==> config.mk <==
export PLATFORM = sky130hd
export DESIGN_NAME = cmult_coef_seq
export DESIGN_NICKNAME = d
export VERILOG_FILES = /design/src/rtl/cmult_coef_seq.sv
export SDC_FILE = /design/constraint.sdc
export NUM_CORES = 2
export LEC_CHECK = 0
export ABC_CLOCK_PERIOD_IN_PS = 3900
export BUFFER_PORTS_ARGS = -buffer_cell sky130_fd_sc_hd__buf_2
export CAP_MARGIN = 15
export CORE_ASPECT_RATIO = 0.75
export CORE_MARGIN = 8
export CORE_UTILIZATION = 62
export DETAILED_ROUTE_END_ITERATION = 12
export GPL_TIMING_DRIVEN = 1
export PLACE_DENSITY_LB_ADDON = 0.2
export SLEW_MARGIN = 20
export SYNTH_ARGS = -nofsm -noshare
export SYNTH_HDL_FRONTEND = slang
export SYNTH_SLANG_ARGS = --single-unit
export TNS_END_PERCENT = 5
==> constraint.sdc <==
create_clock -name clk -period 3.9 [get_ports clk]
set_input_delay 0.78 -clock clk [delete_from_list [all_inputs] [get_ports clk]]
set_output_delay 0.78 -clock clk [all_outputs]
set_load 0.005 [all_outputs]
==> src/rtl/cmult_coef_seq.sv <==
// Coefficient sequencer for the pipelined complex multiplier: pairs each accepted
// sample with the next table coefficient and tags the products with valid/last.
module cmult_coef_seq #(
  parameter int W        = 16,
  parameter int AW       = 6,
  parameter int MULT_LAT = 4
) (
  input  logic          clk,
  input  logic          reset,
  input  logic          cfg_we,
  input  logic [AW-1:0] cfg_addr,
  input  logic [W-1:0]  cfg_ci,
  input  logic [W-1:0]  cfg_cq,
  input  logic [AW-1:0] cfg_len,
  input  logic          start,
  input  logic          in_valid,
  output logic          in_ready,
  input  logic [W-1:0]  in_i,
  input  logic [W-1:0]  in_q,
  output logic [W-1:0]  m_xi,
  output logic [W-1:0]  m_xq,
  output logic [W-1:0]  m_ci,
  output logic [W-1:0]  m_cq,
  output logic          m_ce,
  input  logic [W-1:0]  m_pi,
  input  logic [W-1:0]  m_pq,
  output logic          out_valid,
  output logic [W-1:0]  out_i,
  output logic [W-1:0]  out_q,
  output logic          out_last,
  output logic          busy,
  output logic          done
);

  typedef enum logic [1:0] {S_IDLE, S_RUN, S_DRAIN} state_t;

  state_t          r_state;
  logic [2*W-1:0]  r_tab [2**AW];
  logic [AW-1:0]   r_idx;
  logic [AW-1:0]   r_len;
  logic            r_opv;
  logic            r_opl;
  logic [MULT_LAT:0] r_vpipe;
  logic [MULT_LAT:0] r_lpipe;

  logic            w_accept;
  logic            w_last_acc;
  logic [2*W-1:0]  w_coef;

  assign w_coef     = r_tab[r_idx];
  assign w_accept   = (r_state == S_RUN) && in_valid;
  assign w_last_acc = w_accept && (r_idx == r_len);

  assign in_ready  = (r_state == S_RUN);
  assign busy      = (r_state != S_IDLE);
  assign m_ce      = busy;
  assign out_valid = r_vpipe[MULT_LAT];
  assign out_last  = r_lpipe[MULT_LAT];
  assign done      = out_valid && out_last;
  assign out_i     = m_pi;
  assign out_q     = m_pq;

  // Table has no reset; writes are only honoured while idle.
  always_ff @(posedge clk) begin
    if ((r_state == S_IDLE) && cfg_we)
      r_tab[cfg_addr] <= {cfg_ci, cfg_cq};
  end

  // r_opv/r_opl flag the operand registers; the multiplier's own input stage
  // plus MULT_LAT stages are then tracked by the (1+MULT_LAT)-deep pipes.
  always_ff @(posedge clk or negedge reset) begin
    if (!reset) begin
      r_state <= S_IDLE;
      r_idx   <= '0;
      r_len   <= '0;
      r_opv   <= 1'b0;
      r_opl   <= 1'b0;
      r_vpipe <= '0;
      r_lpipe <= '0;
      m_xi    <= '0;
      m_xq    <= '0;
      m_ci    <= '0;
      m_cq    <= '0;
    end else begin
      r_opv   <= w_accept;
      r_opl   <= w_last_acc;
      r_vpipe <= {r_vpipe[MULT_LAT-1:0], r_opv};
      r_lpipe <= {r_lpipe[MULT_LAT-1:0], r_opl};
      case (r_state)
        S_IDLE: begin
          if (start) begin
            r_len   <= cfg_len;
            r_idx   <= '0;
            r_state <= S_RUN;
          end
        end
        S_RUN: begin
          if (w_accept) begin
            m_xi <= in_i;
            m_xq <= in_q;
            m_ci <= w_coef[2*W-1:W];
            m_cq <= w_coef[W-1:0];
            if (w_last_acc) begin
              r_idx   <= '0;
              r_state <= S_DRAIN;
            end else begin
              r_idx <= r_idx + AW'(1);
            end
          end
        end
        S_DRAIN: begin
          if (done)
            r_state <= S_IDLE;
        end
        default: r_state <= S_IDLE;
      endcase
    end
  end

endmodule

==> summary.md <==
| Metric | Value |
|---|---|
| Critical Path Source Type | register |
| Final number of setup-violating endpoints | 0 |
| CP max stage delay | approximately 0.99 ns |
| Dpl ws | ~0.07 ns |
| Async SR Flop Fraction | 0.0421 |
| Syn. warnings | 0 |
| Critical Path End Type | register |
| Leakage | 28.9 nW |
| R2R cell count | 7 |
| Most common cell on crit path | buf_4 |
| Io pins | 215 |
| RSZ-0062 raised after global routing | no |
| Slowest CP cell | a2111oi_0 |
| Nets@finish | approximately 4.2k |
| R2r setup slk | 0.17 ns |
| Die Y | 330 um |
| Total of max-cap violations | 0 |
| Syn avg cell area | 21.8 um2 |
| Core ar. | 131000 um2 |
| Top FF cell, synth | edfxtp_1 |
| # hold bufs at CTS | 0 |
| Layout fillers | 7596 |
| GR Util All Layers | 0.299 |
| Cell row count | around 120 |
| Kind of critical path | reg2reg |
| Power Total | 43.9 mW |
| Largest area contributor in the netlist | edfxtp_1 |
| Post-layout util | 0.705 |
| WP data arrival | 4.40 ns |
| Post-synthesis sequential area ratio | 0.782 |
| Largest net degree at the start of global routing | 79 |
| Storage element area | 63800 um2 |
| Worst path required time | 4.57 ns |
| Vias in the first global route | between 40k and 50k |
| Fin. Hold Viols | 0 |
| Post-synth top area share | 0.754 |
| Syn Std Cell Area | 81600 um2 |
| Max VDD drop | 0.514 mV |
| Cell variety after synth | 59 |
| Top-count cell post-synth | edfxtp_1 |
| P&R area growth vs syn | 13.0% |
| Gate Count Post-Synth | 3739 |
| Hold WC Path Type | in2async |
| Worst path cell trace | buf_4 > buf_4 > mux4_2 > a22o_1 > a2111oi_0 > or4_1 > nand3_1 |
| Cell count along the critical path | 7 |
| IO buf count | 150 |
| Worst Path Max Fanout | 36 |
| Synth top cells by count | 2048 x edfxtp_1, 479 x mux4_2, 220 x nand2_1, 130 x mux2i_1, 101 x nor2_1 |
| H-tree levels | 4 |
| Area occupied by multi-input gates | 17000 um2 |
| DIE AREA | 144000 um2 |
| EDFF count, synth | 2048 |
| Syn_nets | 3853 |
| CTS tree | built |
| CTS max path bufs | 3 |
| Critical path's top delay family | compound AO/OA/AOI/OAI gates |
| Tcrit/Tclk final | 0.957 |
| Count of state elements after synthesis | 2138 |
| DRC | 0 |
| Clk_lat worst skew | 0.83 ns |
| Status | finished clean |
| Layout cell share with drive strength beyond 1 | 0.293 |
| Final slew viol count | 0 |
| First-pass GRT wire length | 306 mm |
| Max_slew headroom | 0.198 |
| Chip Width | ~430 um |
| CTS Root Cell | clkbuf_16 |
| Final antenna-violating net count | 0 |
| Least-Margin Pin Slew | 1.17 ns |
| DP Wirelength | 131 mm |
| Vias per inst | ~7 |
| Avg WL per Cell | 36.0 um |
| Min cycle time layout | 3.73 ns |
| DRT iter0 DRCs | a little under 7k |
| Cts bufs inserted | 189 |
| Placed cell area | 86100 um2 |
| Design area | 92200 um2 |
| Via count | 41.9k |
| Placer Congestion | 0.861 |
| Power Dens Cells | 476 nW/um2 |
| Bufs and invs on worst path | 2 |
| Antenna violations before repair | 13 |
| F_max | 0.268 GHz |
| Clock sink count | 2138 |
| Clk_skew | 0.0266 ns |
| DRT Wirelength | 216 mm |
| Initial core utilization | 0.624 |
| Synth top area cells | edfxtp_1 75%, mux4_2 13%, dfrtp_1 2.8% |
| GRT overflow | 0 |
| First drt pass iteration count | 6 |
| Final setup margin | 0.169 ns |
| Clk slew on worst S/H paths | 0.07 ns |
-- area by class of cell --
cell class / instances / area share
timing repair buffer: 392 / 0.0344
inverter: 9 / 0.000394
multi-input combinational: 1358 / 0.184
clock inverter: 97 / 0.00862
clock buffer: 247 / 0.0563
sequential: 2138 / 0.692
tap: 1755 / 0.0238
antenna: 6 / 0.000163
-- flip-flops by register name (all words and copies together) (netlist names) --
| signal | count |
|---|---|
| m_ci | 16 |
| m_cq | 16 |
| m_xi | 16 |
| m_xq | 16 |
| r_idx | 6 |
| r_len | 6 |
| r_lpipe | 5 |
| r_opl | 1 |
| r_opv | 1 |
| r_state | 2 |
| r_tab | 2048 |
| r_vpipe | 5 |
-- power breakdown --
part / internal [mW] / leakage, nW / total (mW) / switching [mW]
Clock: 10.2 / 2.94 / 18.2 / 8.05
Sequential: 25.1 / 19.6 / 25.1 / 0
Combinational: 0.0582 / 6.35 / 0.487 / 0.429
Total: 35.4 / 28.9 / 43.9 / 8.48
-- stage by stage --
step                setup TNS [ns]  hold slack [ns]  std cells
finish                           0           0.0581       6002
global placement            -0.347            0.332       5651
detailed placement               0            0.335       5652
CTS                              0          0.00794       5996
floorplan                        0            0.331       3739
global route                     0           0.0522       5999
-- metal layers --
| layer | global-route usage | vias up | part of all wire |
|---|---|---|---|
| li1 | - | 16311 | - |
| met1 | 0.439 | 22029 | 0.38 |
| met2 | 0.455 | 3193 | 0.46 |
| met3 | 0.0636 | 394 | 0.12 |
| met4 | 0.107 | 8 | 0.037 |
| met5 | 0 | - | 0.00021 |
-- final timing paths --
path | from | endpoint
min in group clk | in_q[12] | m_xq[12]
setup reg to reg | r_idx[2] | m_cq[15]
max in group asynchronous | reset | r_idx[2]
hold reg to reg | r_opl | r_lpipe[0]
hold / removal | reset | r_vpipe[3]
setup / recovery | r_idx[2] | m_cq[15]
-- layout by cell type, fill, tap and decap left out, types with 18 or more instances in the layout --
cell type	Yosys	layout
a22oi_1	38	38
nand2_1	220	220
o22ai_1	80	80
nand3_1	29	28
clkbuf_1	69	43
clkinv_1	1	44
o211ai_1	18	18
buf_2	73	138
nor2_4	0	64
buf_4	63	208
a21oi_1	18	18
clkbuf_16	0	197
buf_12	0	46
mux2i_1	130	130
nor2_1	101	34
mux2_2	29	29
dfrtp_1	90	85
mux4_2	479	479
clkinv_2	0	33
edfxtp_1	2048	2048
-- logic make-up (layout without fill, tap and decap cells) --
group	Yosys count	after routing	synth area share
buf+inv	243	745	0.0167
xor+xnor	6	6	0.000644
fa+ha+maj	1	1	0.000153
simple gates	430	430	0.0232
mux	638	638	0.152
flops	2138	2138	0.782
other cells	0	6	0
compound gates	283	283	0.0256
-- timing repair --
| action | CTS | global route |
|---|---|---|
| hold endpoints to repair | 0 | 0 |
| gates resized for setup | 0 | 1 |
| setup buffers | 0 | 0 |
| setup endpoints to repair | 0 | 1 |
Note: power is estimated with default switching activity, not from simulation.
